<file path="src/rtl/itr_ctrl.sv">
// Interrupt controller for a single-input core: edge-latches NSRC request lines, masks them,
// fires a one-cycle itr pulse for the lowest pending source and waits for an I/O-port acknowledge.
module itr_ctrl #(
  parameter int NSRC   = 4,
  parameter int NUBITS = 32,
  parameter int NUIOIN = 8,
  parameter int NUIOOU = 8,
  parameter int ACKADR = 0,
  parameter int MSKADR = 1,
  parameter int STSADR = 0,
  parameter int MSKRST = 0,
  parameter int MINGAP = 2,
  parameter int TMOUT  = 0
) (
  input  logic                      clk,
  input  logic                      rst,
  input  logic [NSRC-1:0]           irq,
  input  logic [NUBITS-1:0]         data_out,
  input  logic [$clog2(NUIOOU)-1:0] addr_out,
  input  logic                      out_en,
  input  logic [$clog2(NUIOIN)-1:0] addr_in,
  input  logic                      req_in,
  output logic [NUBITS-1:0]         io_data,
  output logic                      itr,
  output logic                      busy
);

  localparam int AOW = $clog2(NUIOOU);
  localparam int AIW = $clog2(NUIOIN);
  localparam int GW  = (MINGAP > 1) ? $clog2(MINGAP) : 1;
  localparam int TW  = (TMOUT > 1) ? $clog2(TMOUT) : 1;
  localparam logic [GW-1:0] GLAST = GW'((MINGAP > 0) ? MINGAP - 1 : 0);
  localparam logic [TW-1:0] TLAST = TW'((TMOUT > 0) ? TMOUT - 1 : 0);

  typedef enum logic [1:0] {IDLE, FIRE, BUSY, GAP} state_t;

  state_t          state_reg, state_next;
  logic [NSRC-1:0] irq_s, irq_d, rise_reg;
  logic [NSRC-1:0] pend_reg, mask_reg, eligible, clr;
  logic [3:0]      cur_src_reg, cur_src_next, low_idx;
  logic            itr_reg, itr_next;
  logic            tmo_reg, tmo_set;
  logic [GW-1:0]   gcnt_reg, gcnt_next;
  logic [TW-1:0]   tcnt_reg, tcnt_next;
  logic            ack, msk_wr, sts_rd;
  logic            unused_data;

  assign ack         = out_en && (addr_out == AOW'(ACKADR));
  assign msk_wr      = out_en && (addr_out == AOW'(MSKADR));
  assign sts_rd      = req_in && (addr_in == AIW'(STSADR));
  assign eligible    = pend_reg & mask_reg;
  assign unused_data = ^data_out[NUBITS-1:NSRC];

  // Priority: lowest index wins, so scan from the top and let lower bits overwrite.
  always_comb begin
    low_idx = '0;
    for (int i = NSRC - 1; i >= 0; i--) begin
      if (eligible[i]) low_idx = 4'(i);
    end
  end

  always_comb begin
    state_next   = state_reg;
    cur_src_next = cur_src_reg;
    itr_next     = 1'b0;
    clr          = '0;
    tmo_set      = 1'b0;
    gcnt_next    = gcnt_reg;
    tcnt_next    = tcnt_reg;
    case (state_reg)
      IDLE: begin
        if (|eligible) begin
          cur_src_next = low_idx;
          clr          = NSRC'(1) << low_idx;
          itr_next     = 1'b1;
          state_next   = FIRE;
        end
      end
      FIRE: begin
        tcnt_next  = '0;
        state_next = BUSY;
      end
      BUSY: begin
        if (ack) begin
          gcnt_next  = '0;
          state_next = (MINGAP > 0) ? GAP : IDLE;
        end else if ((TMOUT > 0) && (tcnt_reg == TLAST)) begin
          tmo_set    = 1'b1;
          gcnt_next  = '0;
          state_next = (MINGAP > 0) ? GAP : IDLE;
        end else begin
          tcnt_next = tcnt_reg + TW'(1);
        end
      end
      GAP: begin
        if (gcnt_reg == GLAST) state_next = IDLE;
        else                   gcnt_next  = gcnt_reg + GW'(1);
      end
      default: state_next = IDLE;
    endcase
  end

  // rise is registered, so a new edge reaches pend two edges after it is first sampled.
  always_ff @(posedge clk or negedge rst) begin
    if (!rst) begin
      state_reg   <= IDLE;
      irq_s       <= '0;
      irq_d       <= '0;
      rise_reg    <= '0;
      pend_reg    <= '0;
      mask_reg    <= NSRC'(MSKRST);
      cur_src_reg <= '0;
      itr_reg     <= 1'b0;
      tmo_reg     <= 1'b0;
      gcnt_reg    <= '0;
      tcnt_reg    <= '0;
    end else begin
      state_reg   <= state_next;
      irq_s       <= irq;
      irq_d       <= irq_s;
      rise_reg    <= irq_s & ~irq_d;
      pend_reg    <= (pend_reg & ~clr) | rise_reg;
      if (msk_wr) mask_reg <= data_out[NSRC-1:0];
      cur_src_reg <= cur_src_next;
      itr_reg     <= itr_next;
      if (tmo_set)     tmo_reg <= 1'b1;
      else if (sts_rd) tmo_reg <= 1'b0;
      gcnt_reg    <= gcnt_next;
      tcnt_reg    <= tcnt_next;
    end
  end

  assign itr  = itr_reg;
  assign busy = (state_reg != IDLE);

  always_comb begin
    io_data = '0;
    if (addr_in == AIW'(STSADR)) begin
      io_data[3:0]         = cur_src_reg;
      io_data[4]           = busy;
      io_data[5]           = tmo_reg;
      io_data[6]           = |eligible;
      io_data[16 +: NSRC]  = pend_reg;
    end
  end

endmodule

</file>
<file path="config.mk">
export PLATFORM = sky130hd
export DESIGN_NAME = itr_ctrl
export DESIGN_NICKNAME = d
export VERILOG_FILES = /design/src/rtl/itr_ctrl.sv
export SDC_FILE = /design/constraint.sdc
export NUM_CORES = 1
export LEC_CHECK = 0
export ABC_AREA = 1
export BUFFER_PORTS_ARGS = -buffer_cell sky130_fd_sc_hd__buf_2
export CORE_ASPECT_RATIO = 0.9
export CORE_MARGIN = 4
export CORE_UTILIZATION = 42
export CTS_CLUSTER_SIZE = 20
export DETAILED_ROUTE_END_ITERATION = 10
export MAX_ROUTING_LAYER = met4
export PLACE_DENSITY = 0.8
export SLEW_MARGIN = 20
export SYNTH_ARGS = -nofsm -noshare
export SYNTH_HDL_FRONTEND = slang
export SYNTH_SLANG_ARGS = --single-unit
export TNS_END_PERCENT = 20
</file>
<file path="constraint.sdc">
create_clock -name clk -period 1.61 [get_ports clk]
set_input_delay 0.161 -clock clk [delete_from_list [all_inputs] [get_ports clk]]
set_output_delay 0.161 -clock clk [all_outputs]
set_load 0.005 [all_outputs]
</file>
### Word level (Yosys, flattened, before mapping)

Index checks and enable logic that the tools add are counted.

| storage, ports and cells | value |
|---|---|
| register bits after elaboration | 28 |
| output and inout bits | 34 |

| cells by class | value |
|---|---|
| $add $sub $neg | 1 |
| equality and inequality tests | 7 |
| shifts and indexed selects | 1 |
| mux-type cells | 17 |
| bitwise operators | 6 |
| reductions and logical operators | 11 |

Operator list:

| kind | count |
|---|---|
| two-way mux 2 bit | 7 |
| bitwise AND 4 bit | 3 |
| two-way mux 4 bit | 3 |
| inverter 4 bit | 2 |
| one-hot mux 2 bit (4 select lines) | 1 |
| two-way mux 7 bit | 1 |
| zero test 3 bit | 2 |
| != test 2 bit (second input constant) | 3 |
| == test 2 bit (second input constant) | 2 |
| two-way mux 1 bit | 4 |
| OR 4 bit | 1 |
| AND reduction 2 bit | 2 |
| nonzero test 2 bit | 2 |
| OR reduction 4 bit | 1 |
| << shifter 1 x 4 -> 4 bit (first input constant) | 1 |
| == test 3 x 1 -> 1 bit (second input constant) | 1 |
| AND reduction 3 bit | 1 |
| == test 2 x 1 -> 1 bit (second input constant) | 1 |
| logical AND 1 bit | 2 |
| zero test 2 bit | 1 |
| one-hot mux 1 bit (2 select lines) | 1 |
| adder 1 bit (second input constant) | 1 |

### Depth between registers and ports, before layout

| depth | value |
|---|---|
| word-level depth | 11 |
| gate-level depth with buffers | 7 |

### Worst setup path before layout

No wires, ideal clock.

| path | value |
|---|---|
| kind | reg-to-reg |
| start | register state_reg[0] |
| end | register cur_src_reg[0] |
| setup time | 0.076 ns |
| arrival time | 1.067 ns |
| required time | 1.534 ns |
| slack | 0.467 ns |
| cell stages (with the launch flop) | 7 |
| buffers on the path | 0 |
| period minus slack after synthesis | 1.143 ns |
| path through | dfrtp_1 inv_1 ha_1 inv_1 nor2_4 nand3_1 o21ai_1 |

| on the way | value |
|---|---|
| word-level cells in the longest chain between the ends | 2 |

Ends and longest elaborated chain:

| what | RTL line | source |
|---|---|---|
| start, declared | 37 | `state_t state_reg, state_next;` |
| start signal, assigned | 118 | `state_reg <= state_next;` |
| zero test 2 bit | 70 | `case (state_reg)` |
| AND reduction 2 bit (no line) | - |  |
| end signal, assigned | 124 | `cur_src_reg <= cur_src_next;` |
| end, declared | 40 | `logic [3:0] cur_src_reg, cur_src_next, low_idx;` |

No other way between the ends.
A chain may end at the register's enable or synchronous reset.

### Final worst setup path

| path | value |
|---|---|
| start | register state_reg[0] |
| end | output busy |

| on the way | value |
|---|---|
| word-level cells in the longest chain between the ends | 1 |

Ends and longest elaborated chain:

| what | RTL line | source |
|---|---|---|
| nonzero test 2 bit | 134 | `assign busy = (state_reg != IDLE);` |
| end, declared | 25 | `output logic busy` |

No other way between the ends.

==> metrics.md <==
| Metric | Value |
|---|---|
| Status | complete, no violations |
| Gpl congestion | 0.799 |
| Worst Reg-to-Reg Cells | 6 |
| Row count | 18 |
| Clk sink count | 26 |
| Nets@finish | 222 |
| Drc violations | 0 |
| Via density | 4.07 |
| Post-route total power | 2.02 mW |
| Skew final | 1.10 ps |
| Syn avg cell area | 9.23 sq um |
| Minimum clock period | 1500 ps |
| Final setup margin | 105 ps |
| Post-Synthesis Cells | 138 |
| Die extent in x | 66.1 um |
| Yosys top cell area share | 51.1% |
| Worst hold stages | 3 |
| Largest cells by area after synthesis | dfrtp_1 (51%), buf_4 (14%), inv_1 (6.5%) |
| Ys Warns | 0 |
| Top cells by count, synth | dfrtp_1 (26), buf_4 (24), inv_1 (22), nand2_1 (16), nor2_1 (16) |
| Final wirelength | 2160 um |
| Critical path peak fanout | 5 |
| Slew Viols, Final | 0 |
| Initial DRC count | 18 |
| Share of layout cells above drive strength 1 | 23.3% |
| RSZ-0062 raised after global routing | false |
| Mapped cell area | 1270 sq um |
| CTS tree | done |
| Slew HR | 63.2% |
| Post-synth top flop | dfrtp_1 |
| Vias post-DR | 863 |
| P_leak | 0.843 nW |
| Most common cell in the netlist | dfrtp_1 |
| Final Hold Fails | 0 |
| Post-synthesis async set-or-reset flop share | 100% |
| GRT Total Usage | 11.7% |
| Clk Latency, worst-skew pair | 320 ps |
| Final setup fails | 0 |
| DIE AREA | 3980 sq um |
| Filler Cell Count | 267 |
| Number of max-cap violations | 0 |
| Clk pin slew, worst setup/hold paths | 140 ps |
| Max Fclk | 665 MHz |
| Fin cells | 212 |
| Global-route wire length before repair | 3400 um |
| Crit path DAT | 1340 ps |
| Initial Util | 45.2% |
| Placed Instance Area | 1350 sq um |
| Setup_tns | 0 ps |
| CTS Buffer Depth | 2 |
| WP data required | 1450 ps |
| Ant. Diodes | 0 |
| Vias in the first global route | 810 |
| H-tree Lvls | 1 |
| Period utilization | 93.5% |
| CP Class | flop to output pin |
| VDD IR max | 0.645 mV |
| GRT overflow | 0 |
| Yosys cell types | 19 |
| Largest net degree at the start of global routing | 27 |
| Post-DP HPWL | 1590 um |
| Setup crit start kind | flop |
| First-pass DRT Iterations | 2 |
| Worst Tran Pin Value | 552 ps |
| WL/cell | 10.2 um |
| Worst slack at placement | 348 ps |
| Area delta synth->final | 14.7% |
| Core area | 2820 sq um |
| Routed Antenna Nets | 0 |
| Worst hold slack | 65.9 ps |
| Hold WC Path Type | input pin to flop |
| Areal power density over the cells | 1380 nW/um^2 |
| Yosys reg bits | 26 |
| Fin util | 51.9% |
| CTS Buf Count | 3 |
| CTS root buf | clkbuf_4 |
| Die height | 60.2 um |
| Seq/Total Area, Yosys | 51.1% |
| Finished Cell Area | 1460 sq um |
| Initial antenna violation count | 0 |
| Cell taking the most area after synthesis | dfrtp_1 |
| Placed Cells | 202 |
| Setup crit end kind | output pin |
| EDFF count, synth | 0 |
| Port bufs | 26 |
| Ports | 80 |
## area by class of cell
cell class | instances | area (sq um) | share of cell area [%]
inverter | 22 | 82.6 | 5.65
clock inverter | 1 | 30.0 | 2.05
sequential | 26 | 651 | 44.5
timing repair buffer | 32 | 188 | 12.8
clock buffer | 3 | 22.5 | 1.54
multi-input combinational | 88 | 438 | 30.0
tap | 40 | 50.0 | 3.42
## cell usage in the layout (no fill, tap or decap)
cell	instances
nand2_2	4
nor2_1	16
buf_2	26
o21ai_0	6
nand4_1	4
ha_2	1
dfrtp_1	26
buf_4	1
o21ai_1	2
or3_4	1
conb_1	24
clkbuf_4	3
or2_1	1
a21oi_1	2
inv_1	22
ha_1	2
dlygate4sd3_1	5
nand3_2	1
nor2_4	2
nand3_1	3
bufinv_16	1
nand2_1	16
o21bai_1	3
## cells by family after synthesis
group                    after synthesis  synth area share [%]
AO/OA/AOI/OAI                         13                  5.70
adder cells (fa/ha/maj)                3                  2.95
buffers and inverters                 47                  21.5
flip-flops                            26                  51.1
other                                  1                 0.294
AND/OR/NAND/NOR                       48                  18.5
## worst max-delay path, cell delays in order (launching register included)
cell	delay [ps]
dfrtp_1	420
inv_1	90
ha_2	230
inv_1	130
buf_2	150
## worst paths after layout
path	start	to	slack (ps)
setup / recovery	state_reg[0]$_DFFE_PN0P_	busy	110
hold / removal	data_out[3]	mask_reg[3]$_DFFE_PN0P_	70
setup reg to reg	state_reg[0]$_DFFE_PN0P_	state_reg[0]$_DFFE_PN0P_	360
hold reg to reg	irq_s[2]$_DFF_PN0_	irq_d[2]$_DFF_PN0_	390
max in group asynchronous	rst	cur_src_reg[0]$_DFFE_PN0P_	910
min in group asynchronous	rst	irq_s[1]$_DFF_PN0_	330
## routing by layer
| metal | part of all wire [%] | wire length, um | track usage [%] | vias to the layer above |
|---|---|---|---|---|
| met2 | 55 | 1180 | 19.3 | 24 |
| met4 | 1.9 | 40 | 3.48 | 0 |
| li1 | - | - | - | 442 |
| met5 | 0 | 0 | - | - |
| met3 | 5.8 | 126 | 4.14 | 6 |
| met1 | 38 | 815 | 13.6 | 391 |
## what timing repair did
item                                    4_1_cts  5_1_grt
resized for setup                             0        1
hold buffers                                  5        0
hold endpoints to repair                     30        0
endpoints found under the setup margin        0        1
setup buffers                                 0        1
## report_power, final
group	leakage [nW]	switching, mW	internal (mW)	total (mW)
Clock	0.0279	0.194	0.252	0.446
Sequential	0.306	0.0779	0.803	0.881
Combinational	0.509	0.424	0.273	0.697
Note: power is estimated with default switching activity, not from simulation.
